## config.mk

```make
export PLATFORM = sky130hd
export DESIGN_NAME = gpio_irq_debouncer
export DESIGN_NICKNAME = d
export VERILOG_FILES = /design/src/rtl/gpio_irq_debouncer.sv
export SDC_FILE = /design/constraint.sdc
export NUM_CORES = 1
export LEC_CHECK = 0
export BUFFER_PORTS_ARGS = -buffer_cell sky130_fd_sc_hd__buf_4
export CORE_AREA = 2 2 47 70
export CTS_CLUSTER_DIAMETER = 30
export DETAILED_ROUTE_END_ITERATION = 6
export DIE_AREA = 0 0 49 72
export GPL_ROUTABILITY_DRIVEN = 0
export PLACE_DENSITY = 0.72
export SLEW_MARGIN = 20
export SYNTH_ARGS = -nofsm -noshare
export SYNTH_HDL_FRONTEND = slang
export SYNTH_SLANG_ARGS = --single-unit
```

## constraint.sdc

```tcl
create_clock -name clk_i -period 1.8 [get_ports clk_i]
set_input_delay 0.09 -clock clk_i [delete_from_list [all_inputs] [get_ports clk_i]]
set_output_delay 0.09 -clock clk_i [all_outputs]
set_load 0.005 [all_outputs]
```

## src/rtl/gpio_irq_debouncer.sv

```systemverilog
// Multi-channel GPIO/button interrupt front end: per-channel synchroniser, stability
// debouncer, edge/level event detection, pending/overflow latches and one combined IRQ.
module gpio_irq_debouncer #(
    parameter int CHANNELS             = 4,
    parameter int DEBOUNCER_FACTOR_POW = 2,
    parameter int SYNC_STAGES          = 2
) (
    input  logic                  clk_i,
    input  logic                  arst_i,
    input  logic [CHANNELS-1:0]   btn_i,
    input  logic [2*CHANNELS-1:0] mode_i,
    input  logic [CHANNELS-1:0]   en_i,
    input  logic [CHANNELS-1:0]   clr_i,
    output logic [CHANNELS-1:0]   db_o,
    output logic [CHANNELS-1:0]   pending_o,
    output logic [CHANNELS-1:0]   ovf_o,
    output logic                  irq_o
);

    localparam logic [1:0] MODE_LEVEL = 2'b00;
    localparam logic [1:0] MODE_RISE  = 2'b01;
    localparam logic [1:0] MODE_FALL  = 2'b10;

    typedef logic [DEBOUNCER_FACTOR_POW-1:0] cnt_t;
    localparam cnt_t CNT_MAX = '1;

    logic [SYNC_STAGES-1:0] sync_q [CHANNELS];
    cnt_t                   cnt_q  [CHANNELS];
    cnt_t                   cnt_d  [CHANNELS];
    logic [CHANNELS-1:0]    sync_s;
    logic [CHANNELS-1:0]    db_q, db_d;
    logic [CHANNELS-1:0]    event_w;
    logic [CHANNELS-1:0]    pending_q, pending_d;
    logic [CHANNELS-1:0]    ovf_q, ovf_d;

    // Oldest synchroniser stage sits at the MSB.
    always_ff @(posedge clk_i or posedge arst_i) begin
        if (arst_i) begin
            for (int k = 0; k < CHANNELS; k++) begin
                sync_q[k] <= '0;
            end
        end else begin
            for (int k = 0; k < CHANNELS; k++) begin
                sync_q[k] <= {sync_q[k][SYNC_STAGES-2:0], btn_i[k]};
            end
        end
    end

    always_comb begin
        sync_s = '0;
        for (int k = 0; k < CHANNELS; k++) begin
            sync_s[k] = sync_q[k][SYNC_STAGES-1];
        end
    end

    // Counter only advances while the synchronised input disagrees with db, so it never wraps.
    always_comb begin
        db_d = db_q;
        for (int k = 0; k < CHANNELS; k++) begin
            cnt_d[k] = cnt_q[k];
            if (sync_s[k] == db_q[k]) begin
                cnt_d[k] = '0;
            end else if (cnt_q[k] == CNT_MAX) begin
                db_d[k]  = sync_s[k];
                cnt_d[k] = '0;
            end else begin
                cnt_d[k] = cnt_q[k] + cnt_t'(1);
            end
        end
    end

    always_comb begin
        event_w = '0;
        for (int k = 0; k < CHANNELS; k++) begin
            case (mode_i[2*k +: 2])
                MODE_LEVEL: event_w[k] = db_d[k];
                MODE_RISE:  event_w[k] = ~db_q[k] & db_d[k];
                MODE_FALL:  event_w[k] = db_q[k] & ~db_d[k];
                default:    event_w[k] = db_q[k] ^ db_d[k];
            endcase
        end
    end

    // Set wins over clear; level-mode events never flag overflow.
    always_comb begin
        pending_d = pending_q;
        ovf_d     = ovf_q;
        for (int k = 0; k < CHANNELS; k++) begin
            if (event_w[k] && en_i[k]) begin
                pending_d[k] = 1'b1;
                if (pending_q[k] && !clr_i[k] && (mode_i[2*k +: 2] != MODE_LEVEL)) begin
                    ovf_d[k] = 1'b1;
                end
            end else if (clr_i[k]) begin
                pending_d[k] = 1'b0;
                ovf_d[k]     = 1'b0;
            end
        end
    end

    always_ff @(posedge clk_i or posedge arst_i) begin
        if (arst_i) begin
            for (int k = 0; k < CHANNELS; k++) begin
                cnt_q[k] <= '0;
            end
            db_q      <= '0;
            pending_q <= '0;
            ovf_q     <= '0;
        end else begin
            for (int k = 0; k < CHANNELS; k++) begin
                cnt_q[k] <= cnt_d[k];
            end
            db_q      <= db_d;
            pending_q <= pending_d;
            ovf_q     <= ovf_d;
        end
    end

    assign db_o      = db_q;
    assign pending_o = pending_q;
    assign ovf_o     = ovf_q;
    assign irq_o     = |(pending_q & en_i);

endmodule

```

=== After elaboration in Yosys (flattened, before gate mapping) ===
Index checks and enable logic that the tools add are counted.

* Register bits: 28
* Bits of input ports: 22
* Output and inout bits: 13
* Word-level logic and storage cells: 131

* $add $sub $neg: 4
* Eq/ne operators: 20
* Mux-type cells: 36
* Bitwise logic cells: 21
* Reductions and logical operators: 33

{| class="wikitable"
|+ Operators by type and width
! operator !! number
|-
| 1-bit 2-to-1 mux || 24
|-
| 2-bit == test (second input constant) || 8
|-
| 2-bit 2-to-1 mux || 8
|-
| 2-bit nonzero test || 8
|-
| 1-bit logical AND || 12
|-
| 1-bit case mux with 3 select lines || 4
|-
| 2-bit by 1-bit adder with 2-bit output (second input constant) || 4
|-
| 1-bit bitwise AND || 8
|-
| 2-bit by 1-bit == test with 1-bit output (second input constant) || 4
|-
| 2-bit zero test || 4
|-
| 2-bit by 1-bit != test with 1-bit output (second input constant) || 4
|-
| 1-bit NOT || 8
|-
| 2-bit AND reduction || 4
|-
| 4-bit bitwise AND || 1
|-
| 1-bit == test || 4
|-
| 1-bit zero test || 4
|-
| 4-bit OR reduction || 1
|-
| 1-bit XOR || 4
|}

=== Longest topological paths before layout ===
* Word-level depth: 9
* Gate-level depth with buffers: 8

=== Worst setup path before layout ===
Ideal clock, no wire load.

* Path type: register -> register
* Start: reg cnt_q[6] (netlist bit)
* End: reg ovf_q[0], in the netlist ovf_o[0]
* Library setup time: 0.125 ns
* Arrival time: 1.614 ns
* Data required time: 1.675 ns
* Slack: 0.061 ns
* Stages on the path, launching flop included: 9
* Path buffers: 0
* Period minus slack after synthesis: 1.739 ns
* Path through: dfrtp_1 > ha_1 > mux2i_1 > inv_1 > ha_1 > o21ai_0 > o311ai_2 > a41oi_1 > a21oi_1

* Word-level cells in the longest chain between the ends: 9
* Elaborated cells between the ends (all ways): 13

{| class="wikitable"
|+ RTL lines
! item !! RTL line !! RTL
|-
| start, declared || 28 || <nowiki>cnt_t cnt_q [CHANNELS];</nowiki>
|-
| start signal, assigned by index || 111 || <nowiki>cnt_q[k] <= cnt_d[k];</nowiki>
|-
| 2-bit == test * || 63 || <nowiki>end else if (cnt_q[k] == CNT_MAX) begin</nowiki>
|-
| 1-bit 2-to-1 mux * || 63 ||
|-
| 1-bit 2-to-1 mux * || 61 || <nowiki>if (sync_s[k] == db_q[k]) begin</nowiki>
|-
| named net db_d[0] || 31 || <nowiki>logic [CHANNELS-1:0] db_q, db_d;</nowiki>
|-
| 1-bit NOT || 78 || <nowiki>MODE_FALL: event_w[k] = db_q[k] & ~db_d[k];</nowiki>
|-
| 1-bit bitwise AND || 78 ||
|-
| 1-bit case mux with 3 select lines * || 75 || <nowiki>case (mode_i[2*k +: 2])</nowiki>
|-
| 1-bit logical AND * || 89 || <nowiki>if (event_w[k] && en_i[k]) begin</nowiki>
|-
| 2-bit by 1-bit != test with 1-bit output (no source line) / 2-bit nonzero test (equally long branches) || -- ||
|-
| 2-bit AND reduction (no source line) || -- ||
|-
| end signal, assigned || 115 || <nowiki>ovf_q <= ovf_d;</nowiki>
|-
| end, declared || 34 || <nowiki>logic [CHANNELS-1:0] ovf_q, ovf_d;</nowiki>
|}

Mark *: on every way through the listed nets, which the timed path passes. The rest lies on a longest branch.
A chain may end at the register's enable or synchronous reset.

=== Final worst setup path ===
* Start: reg cnt_q[0] (netlist bit)
* End: reg ovf_q[3], in the netlist ovf_o[3]

Same word-level chain as after synthesis.

==> flow_summary_export.csv <==
group,metric,value,unit
sta,report.final.setup_viol,0,
sta,period_minus_slack,1.75,ns
sta,finalSetupTns,0,ns
global_route,grt_first_pass_wirelength,4560,µm
logic_synthesis,synthesis.area,1290,µm²
cells_and_area,layoutNonFillerInstCount,203,
placed_design,placedInstanceArea,1610,µm²
logic_synthesis,yosys-top-cells-area,"sky130_fd_sc_hd__dfrtp_1 (54%), sky130_fd_sc_hd__ha_1 (12%), sky130_fd_sc_hd__o311ai_2 (5.0%)",
power_and_ir_drop,worst_ir_drop_vdd,0.765,mV
power_and_ir_drop,fin_total_pwr,2340,µW
logic_synthesis,dominant_combinational_cell_family_by_area_after_synthesis,"simple AND/OR/NAND/NOR gates",
drt,avgViaCountPerCell,5.05,
floorplanning,placementRows,24,
global_route,via_count_of_the_first_global_routing_pass,1088,
global_route,grt_overflow_total,0,
critical_path,endpoint_kind_of_the_worst_setup_timing_path,"flop",
global_route,number_of_antenna_violations_at_the_first_check_in_global_routing,0,
power_and_ir_drop,power_per_cell_area,1270,nW/µm²
global_route,grt_max_degree,29,
floorplanning,chipHeight,72,µm
sta,worst_clock_skew,0.00235,ns
clock_tree,htreeDepth,1,
critical_path,criticalPathCategory,"reg -> reg",
logic_synthesis,yosysUniqueCellTypes,16,
logic_synthesis,synth_seq_area_share,54.4,%
cells_and_area,layout-drive-gt1-share,36.0,%
logic_synthesis,synth.yosys.warnings,0,
critical_path,worstReg2RegStart,"cnt_q[0]",
clock_tree,cts_num_sinks,28,
logic_synthesis,synth-compound-area-share,12.0,%
drt,detailed_routing_iterations_pass_1,4,
sta,fmaxAchievable,0.570,GHz
clock_tree,clock_pin_transition_on_the_worst_setup_and_hold_timing_paths,0.09,ns
placed_design,post-place-cells,187,
cells_and_area,stdcell_area,1840,µm²
drt,total_vias_in_the_final_route,1025,
floorplanning,initial_core_util,44.2,%
clock_tree,worstSkewPairLatency,0.27,ns
logic_synthesis,netlist.top_cell.by_area,"sky130_fd_sc_hd__dfrtp_1",
cells_and_area,layout_commonest_cell,"sky130_fd_sc_hd__buf_4",
floorplanning,die_x,49,µm
critical_path,cp-start-kind,"flop",
sta,final.period_utilization,97.5,%
drt,post_drt_wl_per_cell,13.7,µm
clock_tree,cts_buffers,3,
sta,worst-slew-pin-transition,0.354,ns
cells_and_area,area_growth_syn_to_layout,42.8,%
floorplanning,design.core.area,2910,µm²
floorplanning,ios,35,
critical_path,cp_max_fanout,3,
critical_path,cp-startpoint,"cnt_q[0]",
global_route,grt_usage,16.7,%
clock_tree,ctsLongestPathBuffers,2,
cells_and_area,final_net_count,199,
placed_design,hpwlAfterDp,1960,µm
cells_and_area,commonest_cells_after_routing_fill_and_taps_aside,"sky130_fd_sc_hd__buf_4 (39), sky130_fd_sc_hd__dfrtp_1 (28), sky130_fd_sc_hd__ha_1 (10)",
logic_synthesis,synthesis.nets,146,
cells_and_area,n_antenna_cell,0,
logic_synthesis,postSynthCellCount,112,
sta,finalHoldViolCount,0,
drt,postRouteWirelength,2790,µm
power_and_ir_drop,power.leakage,0.000889,µW
logic_synthesis,yosys.area_share.xor_xnor,2.72,%
critical_path,timing.critical_path.arrival,1.92,ns
logic_synthesis,synth.top_cell.area_share,54.4,%
worst_hold_path,hold_path.class,"in -> reg",
outcome,status,"complete, no violations",
sta,slew_headroom,76.4,%
drt,drt_drc_violations_left,0,
logic_synthesis,synthSimpleGateAreaFrac,13.5,%
floorplanning,floorplan.die_area,3530,µm²
logic_synthesis,fraction_of_the_mapped_netlist_area_in_adder_cells,11.7,%
drt,drt_first_iter_violations,13,
logic_synthesis,avgSynthCellArea,11.5,µm²
clock_tree,cts_tree,"done",
placed_design,numPortBuffers,34,
sta,slew_viol_final,0,
drt,postRouteAntennaNets,0,
sta,holdWs,0.0843,ns
run,drv.max_cap_violation_count,0,
logic_synthesis,synth.area.mux_share,3.11,%
logic_synthesis,synth.ff_latch_count,28,
critical_path,crit_required,1.96,ns
clock_tree,cts-root-buf,"sky130_fd_sc_hd__clkbuf_8",
worst_hold_path,hold_start,"en_i[0]",
==> Yosys cell counts <==
master	count
sky130_fd_sc_hd__nor2b_1	4
sky130_fd_sc_hd__a22oi_1	2
sky130_fd_sc_hd__inv_1	9
sky130_fd_sc_hd__a21oi_1	4
sky130_fd_sc_hd__a41oi_1	4
sky130_fd_sc_hd__xnor2_1	4
sky130_fd_sc_hd__dfrtp_1	28
sky130_fd_sc_hd__nand2b_1	4
sky130_fd_sc_hd__o21ai_0	4
sky130_fd_sc_hd__nor3_1	4
sky130_fd_sc_hd__nand3_1	8
sky130_fd_sc_hd__mux2i_1	4
sky130_fd_sc_hd__ha_1	12
sky130_fd_sc_hd__nand2_1	9
sky130_fd_sc_hd__nor2_1	8
sky130_fd_sc_hd__o311ai_2	4
==> final cells by class <==
| cell class | instances | area [µm²] |
|---|---|---|
| fill | 241 | 1070 |
| sequential | 28 | 701 |
| multi-input combinational | 75 | 619 |
| timing repair buffer | 48 | 383 |
| clock buffer | 4 | 55.1 |
| tap | 39 | 48.8 |
| inverter | 9 | 33.8 |
==> cell families after synthesis <==
group                    count (synthesis)
AO/OA/AOI/OAI                           18
XOR/XNOR                                 4
AND/OR/NAND/NOR                         37
adder cells (fa/ha/maj)                 12
multiplexers                             4
buffers and inverters                    9
flip-flops                              28
==> per-layer routing <==
metal  share of wire, %  vias to the layer above  track usage, %
li1                   -                      493               -
met1                 39                      498            17.3
met2                 56                       28            32.4
met3                3.3                        6            3.09
met4                2.0                        0            6.98
met5                  0                        -               0
==> flip-flops by register name (all words and copies together), names as in the netlist <==
| register | count |
|---|---|
| pending_o | 4 |
| cnt_q | 8 |
| ovf_o | 4 |
| db_o | 4 |
| sync_q | 8 |
==> what timing repair did <==
item	in CTS	in global routing
hold buffers	9	0
hold endpoints to repair	36	0
resized for setup	2	14
endpoints found under the setup margin	2	6
buffers inserted	0	3
pin swaps	0	3
==> worst max-delay path, stage by stage (launching register included) <==
cell	delay [ns]
sky130_fd_sc_hd__dfrtp_1	0.37
sky130_fd_sc_hd__ha_2	0.21
sky130_fd_sc_hd__mux2i_2	0.28
sky130_fd_sc_hd__inv_1	0.10
sky130_fd_sc_hd__ha_1	0.28
sky130_fd_sc_hd__nand3_1	0.12
sky130_fd_sc_hd__a41oi_2	0.22
sky130_fd_sc_hd__a21oi_1	0.06
==> worst paths after layout <==
path,endpoint,slack [ns],cells past startpoint
setup / recovery,ovf_o[3],0.05,7
hold / removal,pending_o[0],0.08,3
setup reg to reg,ovf_o[3],0.05,7
hold reg to reg,sync_q[7],0.36,0
max in group asynchronous,db_o[2],1.12,4
min in group asynchronous,cnt_q[4],0.43,4
==> where the power goes <==
group	leakage (µW)	internal (µW)	switching, µW	total [µW]
Combinational	0.000510	539	452	991
Sequential	0.000350	800	160	959
Clock	0.0000288	196	192	388
==> through the flow <==
stage | utilization [%] | setup WS (ns)
detailed placement | 55.2 | -0.0312
global placement | 55.2 | 0.0740
finish | 63.2 | 0.0453
global route | 63.2 | -0.0337
CTS | 60.3 | 0.00251
floorplan | - | 0.0615
No activity file was read; power rests on OpenSTA's default activity.
